===== config.mk =====
export PLATFORM = sky130hd
export DESIGN_NAME = des_ahb_master
export DESIGN_NICKNAME = d
export VERILOG_FILES = /design/src/rtl/des_ahb_master.sv
export SDC_FILE = /design/constraint.sdc
export NUM_CORES = 1
export LEC_CHECK = 0
export ABC_AREA = 1
export CORE_AREA = 2 2 197 199
export CTS_CLUSTER_DIAMETER = 30
export DETAILED_ROUTE_END_ITERATION = 12
export DIE_AREA = 0 0 199 201
export PLACE_DENSITY = 0.72
export SKIP_LAST_GASP = 1
export SLEW_MARGIN = 20
export SYNTH_ARGS = -nofsm -noshare
export SYNTH_HDL_FRONTEND = slang
export SYNTH_SLANG_ARGS = --single-unit
export TNS_END_PERCENT = 1

===== constraint.sdc =====
create_clock -name HCLK -period 21.2 [get_ports HCLK]
set_input_delay 5.3 -clock HCLK [delete_from_list [all_inputs] [get_ports HCLK]]
set_output_delay 5.3 -clock HCLK [all_outputs]
set_load 0.01 [all_outputs]

===== src/rtl/des_ahb_master.sv =====
// Non-pipelined AHB-Lite master that runs one Triple-DES operation on the 3DES slave.
// Optional key cache enabled by defining DES_KEY_CACHE_EN.
module des_ahb_master #(
  parameter logic [31:0] BASE_ADDR = 32'h0000_0000,
  parameter int unsigned POLL_MAX  = 16
) (
  input  logic        HCLK,
  input  logic        HRESET,
  input  logic        start_i,
  input  logic        decrypt_i,
  input  logic [63:0] key1_i,
  input  logic [63:0] key2_i,
  input  logic [63:0] key3_i,
  input  logic [63:0] data_i,
  output logic        busy_o,
  output logic        done_o,
  output logic        err_o,
  output logic [63:0] data_o,
  output logic [31:0] HADDR,
  output logic        HWRITE,
  output logic [1:0]  HTRANS,
  output logic [2:0]  HSIZE,
  output logic [2:0]  HBURST,
  output logic [3:0]  HPROT,
  output logic        HMASTLOCK,
  output logic [63:0] HWDATA,
  input  logic        HREADY,
  input  logic        HRESP,
  input  logic [63:0] HRDATA
);

  localparam int unsigned PollW = $clog2(POLL_MAX + 1);

  localparam logic [1:0] TransIdle   = 2'b00;
  localparam logic [1:0] TransNonseq = 2'b10;

  localparam logic [2:0] StepKey1   = 3'd0;
  localparam logic [2:0] StepKey2   = 3'd1;
  localparam logic [2:0] StepKey3   = 3'd2;
  localparam logic [2:0] StepDin    = 3'd3;
  localparam logic [2:0] StepCtrl   = 3'd4;
  localparam logic [2:0] StepStatus = 3'd5;
  localparam logic [2:0] StepDout   = 3'd6;

  typedef enum logic [1:0] {
    StIdle,
    StAddr,
    StData,
    StFinish
  } state_e;

  state_e             r_state, w_state_d;
  logic [2:0]         r_step, w_step_d;
  logic [PollW-1:0]   r_poll, w_poll_d;
  logic [PollW-1:0]   w_poll_inc;
  logic               r_dec;
  logic [63:0]        r_key1, r_key2, r_key3, r_din;
  logic [63:0]        r_dout;
  logic               r_err;
  logic               w_accept, w_abort, w_capture;
  logic [2:0]         w_first_step;
  logic [31:0]        w_offset;
  logic [63:0]        w_wdata;
  logic               w_in_xfer, w_is_write;

`ifdef DES_KEY_CACHE_EN
  logic [63:0] r_ckey1, r_ckey2, r_ckey3;
  logic        r_keys_valid;
  logic        w_key_hit, w_keys_written;

  assign w_key_hit = r_keys_valid && (key1_i == r_ckey1) && (key2_i == r_ckey2) &&
                     (key3_i == r_ckey3);
  assign w_first_step = w_key_hit ? StepDin : StepKey1;
  // Cache is only trusted once all three key writes have landed on the slave.
  assign w_keys_written = (r_state == StData) && HREADY && !HRESP && (r_step == StepKey3);

  always_ff @(posedge HCLK or posedge HRESET) begin
    if (HRESET) begin
      r_ckey1      <= '0;
      r_ckey2      <= '0;
      r_ckey3      <= '0;
      r_keys_valid <= 1'b0;
    end else if (w_abort) begin
      r_keys_valid <= 1'b0;
    end else if (w_keys_written) begin
      r_ckey1      <= r_key1;
      r_ckey2      <= r_key2;
      r_ckey3      <= r_key3;
      r_keys_valid <= 1'b1;
    end
  end
`else
  assign w_first_step = StepKey1;
`endif

  assign w_poll_inc = r_poll + PollW'(1);

  always_comb begin
    w_state_d = r_state;
    w_step_d  = r_step;
    w_poll_d  = r_poll;
    w_accept  = 1'b0;
    w_abort   = 1'b0;
    w_capture = 1'b0;
    unique case (r_state)
      StIdle: begin
        if (start_i) begin
          w_accept  = 1'b1;
          w_state_d = StAddr;
          w_step_d  = w_first_step;
          w_poll_d  = '0;
        end
      end
      StAddr: w_state_d = StData;
      StData: begin
        if (HRESP) begin
          w_abort   = 1'b1;
          w_state_d = StIdle;
        end else if (HREADY) begin
          if (r_step == StepStatus) begin
            if (HRDATA[0]) begin
              w_step_d  = StepDout;
              w_state_d = StAddr;
            end else if (w_poll_inc == PollW'(POLL_MAX)) begin
              w_abort   = 1'b1;
              w_state_d = StIdle;
            end else begin
              w_poll_d  = w_poll_inc;
              w_state_d = StAddr;
            end
          end else if (r_step == StepDout) begin
            w_capture = 1'b1;
            w_state_d = StFinish;
          end else begin
            w_step_d  = r_step + 3'd1;
            w_state_d = StAddr;
          end
        end
      end
      StFinish: w_state_d = StIdle;
    endcase
  end

  always_ff @(posedge HCLK or posedge HRESET) begin
    if (HRESET) begin
      r_state <= StIdle;
      r_step  <= StepKey1;
      r_poll  <= '0;
      r_err   <= 1'b0;
      r_dout  <= '0;
    end else begin
      r_state <= w_state_d;
      r_step  <= w_step_d;
      r_poll  <= w_poll_d;
      r_err   <= w_abort;
      if (w_capture) begin
        r_dout <= HRDATA;
      end
    end
  end

  // Operands are frozen at accept so the client may change its inputs while busy.
  always_ff @(posedge HCLK or posedge HRESET) begin
    if (HRESET) begin
      r_dec  <= 1'b0;
      r_key1 <= '0;
      r_key2 <= '0;
      r_key3 <= '0;
      r_din  <= '0;
    end else if (w_accept) begin
      r_dec  <= decrypt_i;
      r_key1 <= key1_i;
      r_key2 <= key2_i;
      r_key3 <= key3_i;
      r_din  <= data_i;
    end
  end

  always_comb begin
    w_offset = 32'h0000_0000;
    w_wdata  = '0;
    unique case (r_step)
      StepKey1: begin
        w_offset = 32'h0000_0000;
        w_wdata  = r_key1;
      end
      StepKey2: begin
        w_offset = 32'h0000_0008;
        w_wdata  = r_key2;
      end
      StepKey3: begin
        w_offset = 32'h0000_0010;
        w_wdata  = r_key3;
      end
      StepDin: begin
        w_offset = 32'h0000_0018;
        w_wdata  = r_din;
      end
      StepCtrl: begin
        w_offset = 32'h0000_0030;
        w_wdata  = {62'b0, 1'b1, r_dec};
      end
      StepStatus: w_offset = 32'h0000_0020;
      StepDout:   w_offset = 32'h0000_0028;
      default:    w_offset = 32'h0000_0000;
    endcase
  end

  assign w_in_xfer  = (r_state == StAddr) || (r_state == StData);
  assign w_is_write = (r_step < StepStatus);

  assign HTRANS    = (r_state == StAddr) ? TransNonseq : TransIdle;
  assign HADDR     = w_in_xfer ? (BASE_ADDR + w_offset) : 32'h0000_0000;
  assign HWRITE    = w_in_xfer && w_is_write;
  assign HWDATA    = ((r_state == StData) && w_is_write) ? w_wdata : 64'h0;
  assign HSIZE     = 3'b011;
  assign HBURST    = 3'b000;
  assign HPROT     = 4'b0011;
  assign HMASTLOCK = 1'b0;

  assign busy_o = (r_state != StIdle);
  assign done_o = (r_state == StFinish);
  assign err_o  = r_err;
  assign data_o = r_dout;

endmodule


==> impl_metrics.json, run 1 <==
{
  "coreArea_sq_um": 38100,
  "synth_warnings": 0,
  "ir_drop_v": 0.0000859,
  "critPathKind": "reg -> out",
  "slew_headroom_pct": 33.4,
  "nNetsFinal": 2208,
  "post-dp-hpwl_um": 29600,
  "leakage_uw": 0.00992,
  "maxCapViolations": 0,
  "clk_pin_slew_worst_paths_ns": 0.04,
  "cts_buffer_depth": 3,
  "grtUsageTotal_pct": 22.2,
  "syn_to_final_growth_pct": 51.1,
  "critPathArrivalTime_ns": 3.85,
  "postCtsSetupBuffers": 0,
  "setup_viol": 0,
  "drive_above_1_share_pct": 17.7,
  "cts_resized": 0,
  "overflow": 0,
  "drt_iter0_drc": 562,
  "cts.sinks": 332,
  "p_per_area_nw_per_um2": 145,
  "critPathLaunchType": "flip-flop",
  "wl_um": 44800,
  "die_height_um": 201,
  "grt_pass1_vias": 12700,
  "antenna_found_initial": 5,
  "portBuffers": 461,
  "place_congestion": 0.862,
  "yosys.area.top_type": "dfrtp_1",
  "start_util_pct": 38.7,
  "max_stage_delay_ns": 0.92,
  "die-width_um": 199,
  "grt_max_degree": 191,
  "power_uw": 3240,
  "stdcell_area_sq_um": 22300,
  "path_buf_inv": 3,
  "ys_ff_latch": 332,
  "numCtsBuffers": 75,
  "cts_tree": "built",
  "rows": 72,
  "fillCellCount": 3148,
  "crit_path_top_delay_cell": "clkinv_2",
  "cts_root_buf": "clkbuf_16",
  "period_share_pct": 43.2,
  "cts_hold_buf": 0,
  "ys_types": 28,
  "post_dp_cell_area_sq_um": 19600,
  "hold_violations": 0,
  "crit_required_ns": 15.90,
  "postSynthAreaPerCell_sq_um": 10.4,
  "end_kind": "output pin",
  "fin_worst_skew_ns": 0.0176,
  "vias": 12100,
  "yosysSeqAreaShare_pct": 56.3,
  "detail_route.first_pass.iterations": 5,
  "grt_first_pass_wirelength_um": 69300,
  "fmax_mhz": 109,
  "path_cells": "inv_1 -> ha_1 -> nand2_1 -> clkinv_2 -> a221oi_1 -> nor2_1 -> clkdlybuf4s50_1",
  "min_period_ns": 9.15,
  "hp-class": "reg -> reg",
  "insertion_delay_ns": 0.57,
  "yosysTopAreaCellShare_pct": 56.3,
  "rsz0062_at_grt": "false",
  "path_delay_family": "buffers and inverters",
  "synth_area_sq_um": 14800,
  "tns_ns": 0,
  "synth_area_leaders": "dfrtp_1 (56%), mux2_2 (15%), nand2_1 (5.9%)",
  "status": "complete, no violations",
  "routedWlPerCell_um": 18.3,
  "via_per_inst": 4.94,
  "io_pins": 503,
  "htree_levels": 3,
  "path_max_fanout": 52,
  "drc_errors": 0,
  "tightest_slew_ns": 0.998,
  "die_area_sq_um": 40000,
  "drtAntennaViolNets": 0,
  "netlist_instances": 1413,
  "slew_violations": 0
}
-- routing by layer --
| layer | up-vias | global-route usage (%) | wire [um] |
|---|---|---|---|
| met2 | 442 | 37.7 | 22100 |
| met4 | 4 | 11.3 | 1740 |
| li1 | 5632 | - | - |
| met5 | - | 0 | 30 |
| met1 | 5911 | 25.7 | 17600 |
| met3 | 119 | 5.95 | 3320 |
-- final timing paths --
check,from,endpoint,slack (ns),depth (start not counted)
worst max-delay path,r_step[0],HWDATA[47],12.05,7
worst min-delay path,data_o[59],data_o[59],0.46,2
worst max register to register,r_state[0],data_o[28],18.31,8
worst min register to register,data_o[59],data_o[59],0.46,2
max in group asynchronous,HRESET,r_din[51],14.49,3
min in group asynchronous,HRESET,r_key3[9],5.27,2
-- final cells by class --
cell class	count	area, sq um	share of cell area, %
diodes	3	7.51	0.0337
clock buffers	97	2090	9.37
clock inverters	38	586	2.63
inverters	88	339	1.52
multi-input cells	904	5610	25.2
flip-flops and latches	332	8310	37.3
well taps	518	648	2.91
repair buffers	470	4700	21.1
-- report_power, final --
part	total (uW)	switching, uW	leakage, uW	internal (uW)
Sequential	1020	129	0.00397	895
Combinational	1010	516	0.00465	496
Clock	1210	366	0.00131	840
Total	3240	1010	0.00992	2230
-- metrics by stage --
stage	util (%)	cells	hold WS [ns]	worst slack, ns
after global routing	58.5	2450	0.486	11.68
final	58.5	2450	0.463	12.05
after detailed placement	51.4	2312	0.457	12.68
after floorplan	-	1452	0.464	6.70
after CTS	58.5	2447	0.468	12.07
after global placement	51.4	2312	0.452	12.81
-- cells in the mapped netlist (all sizes together) --
cell / count
mux2: 193
inv: 87
a221oi: 62
nand2: 231
dfrtp: 332
or2: 1
nor2: 135
clkinv: 1
nor4: 1
a41oi: 1
o311ai: 1
nand4: 3
a31oi: 2
a21oi: 76
o21ai: 69
buf: 83
ha: 11
o22ai: 1
a21boi: 1
conb: 2
clkbuf: 45
o31ai: 1
nand3: 74
-- cell families after synthesis --
| logic type | after synthesis | synth area share, % |
|---|---|---|
| compound gates | 214 | 8.97 |
| fa+ha+maj | 11 | 0.933 |
| buf+inv | 216 | 6.84 |
| flops | 332 | 56.3 |
| mux | 193 | 14.7 |
| other cells | 2 | 0.0509 |
| simple gates | 445 | 12.2 |
-- registers in the layout, indices dropped and copies added (netlist names) --
signal   count
data_o      64
r_step       3
r_state      2
r_key1      64
r_key3      64
r_poll       5
r_dec        1
r_din       64
r_key2      64
err_o        1
-- cell usage in the layout (no fill, tap or decap), types with 4 or more instances in the layout --
cell type / netlist / final
a21oi_1: 75 / 75
a221oi_1: 62 / 62
buf_4: 42 / 7
bufinv_16: 0 / 12
clkbuf_1: 45 / 9
clkbuf_16: 0 / 75
clkbuf_8: 0 / 13
clkdlybuf4s50_1: 0 / 460
clkinv_2: 0 / 15
clkinvlp_4: 0 / 4
conb_1: 2 / 41
dfrtp_1: 332 / 332
ha_1: 11 / 10
inv_1: 84 / 83
mux2_2: 193 / 193
nand2_1: 230 / 228
nand3_1: 74 / 74
nor2_1: 135 / 135
o21ai_0: 69 / 69
-- tightest hold or removal path, stage by stage (launching register included) --
cell	delay (ns)
dfrtp_1	0.33
nand2_1	0.05
nand2_1	0.05
Note: power is estimated with default switching activity, not from simulation.
==> run 2, diff against run 1 <==
- PLACE_DENSITY: 0.72 -> 0.75
- clock period: 21.2 -> 8.3 ns (I/O delays scaled with it)
==> impl_metrics.json, run 2 (synthesized netlist as in run 1, its figures left out) <==
{
  "cts.sinks": 332,
  "drc_errors": 0,
  "seqPwrFrac_pct": 30.5,
  "maxCapViolations": 0,
  "vias": 12300,
  "setup_viol": 0,
  "clk_pin_slew_worst_paths_ns": 0.04,
  "r2r_end": "data_o[3]",
  "numCtsBuffers": 82,
  "htree_levels": 3,
  "antenna_found_initial": 3,
  "die_area_sq_um": 40000,
  "fin_worst_skew_ns": 0.0188,
  "final_common_cell": "clkdlybuf4s50_1",
  "cts_tree": "built",
  "rsz0062_at_grt": "false",
  "critPathArrivalTime_ns": 3.92,
  "start_util_pct": 38.7,
  "crit_required_ns": 6.23,
  "post-dp-hpwl_um": 30300,
  "slew_headroom_pct": 33.3,
  "ff2ff_path_depth": 8,
  "via_per_inst": 4.98,
  "max_stage_delay_ns": 0.91,
  "drive_above_1_share_pct": 18.6,
  "path_cells": "inv_1 -> ha_1 -> nand2_1 -> clkinv_2 -> a221oi_1 -> nor2_1 -> clkdlybuf4s50_1",
  "setup.worst_path.end": "HWDATA[47]",
  "postLayoutCoreUtil_pct": 59.4,
  "worst-r2r-setup-slack_ns": 5.44,
  "hp-class": "reg -> reg",
  "cts_root_buf": "clkbuf_16",
  "min_period_ns": 6.00,
  "routedWlPerCell_um": 18.3,
  "path_max_fanout": 52,
  "wl_um": 45200,
  "hold_violations": 0,
  "p_int_uw": 5960,
  "die-width_um": 199,
  "p_per_area_nw_per_um2": 381,
  "tns_ns": 0,
  "hold-path-cell-count": 2,
  "combPwrFrac_pct": 30.2,
  "postCtsSetupBuffers": 0,
  "insertion_delay_ns": 0.59,
  "coreArea_sq_um": 38100,
  "detail_route.first_pass.iterations": 7,
  "end_kind": "output pin",
  "crit_path_top_delay_cell": "clkinv_2",
  "syn_to_final_growth_pct": 53.4,
  "ir_drop_v": 0.000227,
  "slew_violations": 0,
  "grt_pass1_vias": 13000,
  "switchingPower_uw": 2650,
  "die_height_um": 201,
  "critPathLaunchType": "flip-flop",
  "leakage_uw": 0.0101,
  "drt_iter0_drc": 604,
  "rows": 72,
  "fmax_mhz": 167,
  "place_congestion": 0.863,
  "crit_start": "r_step[0]",
  "portBuffers": 461,
  "period_share_pct": 72.3,
  "grt_first_pass_wirelength_um": 69600,
  "io_pins": 503,
  "nNetsFinal": 2221,
  "overflow": 0,
  "grtUsageTotal_pct": 22.4,
  "clock_power_share_pct": 39.3,
  "drtAntennaViolNets": 0,
  "cts_resized": 0,
  "cts_hold_buf": 0,
  "status": "complete, no violations",
  "cts_buffer_depth": 3,
  "critPathKind": "reg -> out",
  "final_cell_mix": "clkdlybuf4s50_1 (460), dfrtp_1 (332), nand2_1 (228)",
  "whs_ns": 0.463,
  "r2r_start": "r_state[0]",
  "swShare_pct": 30.8,
  "grt_max_degree": 140,
  "tightest_slew_ns": 1.00
}
## run 2: cell types whose count changed in the layout (fill, tap and decap cells not counted), sizes merged
cell / change
diode: -2
clkbuf: +11
buf: +6
clkinvlp: +3
clkinv: +4
inv: -2
bufinv: +2
## run 2: area by class of cell
cell class                      instances  area (sq um)
Fill cell                            3097         15500
Sequential cell                       332          8310
Multi-Input combinational cell        904          5600
Timing Repair Buffer                  476          4760
Clock buffer                          108          2330
Tap cell                              518           648
Clock inverter                         45           639
Inverter                               88           335
Antenna cell                            1          2.50
## run 2: how the worst min path moves through the flow
stage	from	end
after floorplan	r_poll[4]	r_poll[4]
final	data_o[55]	data_o[55]
after global placement	data_o[14]	data_o[14]
after detailed placement	data_o[61]	data_o[61]
after CTS	data_o[6]	data_o[6]
after global routing	data_o[6]	data_o[6]
## run 2: power groups by stage
stage / logic, uW / registers (uW) / clock network, uW
floorplan: 1690 / 2530 / 0
global placement: 2530 / 2600 / 0
detailed placement: 2600 / 2630 / 0
CTS: 2630 / 2610 / 3430
global route: 2850 / 2690 / 3530
finish: 2600 / 2630 / 3380
## run 2: critical path: cells and delay by family, from the launching register on
| family | cells | cell delay, ns |
|---|---|---|
| AOI/OAI and AO/OA | 1 | 0.61 |
| adders and majority gates | 1 | 0.26 |
| buffers and inverters | 3 | 1.54 |
| DFF | 1 | 0.40 |
| and+or+nand+nor | 2 | 0.49 |
## run 2: stage by stage
stage / power, uW / area [sq um] / setup slack, ns / instances
after global routing: 9080 / 22600 / 2.05 / 2472
final: 8610 / 22600 / 2.30 / 2472
after detailed placement: 5230 / 19600 / 3.00 / 2317
after global placement: 5130 / 19600 / 3.11 / 2317
after floorplan: 4220 / 14900 / 1.79 / 1452
after CTS: 8680 / 22600 / 2.31 / 2470
## run 2: layer usage
layer / routed length (um) / share of wire, % / GRT usage [%] / vias to the layer above
met4: 1860 / 4.1 / 10.9 / 4
met5: 25 / 0.055 / 0 / -
met1: 17700 / 39 / 26.2 / 6006
met3: 3700 / 8.2 / 7.56 / 132
li1: - / - / - / 5669
met2: 21900 / 48 / 36.9 / 497
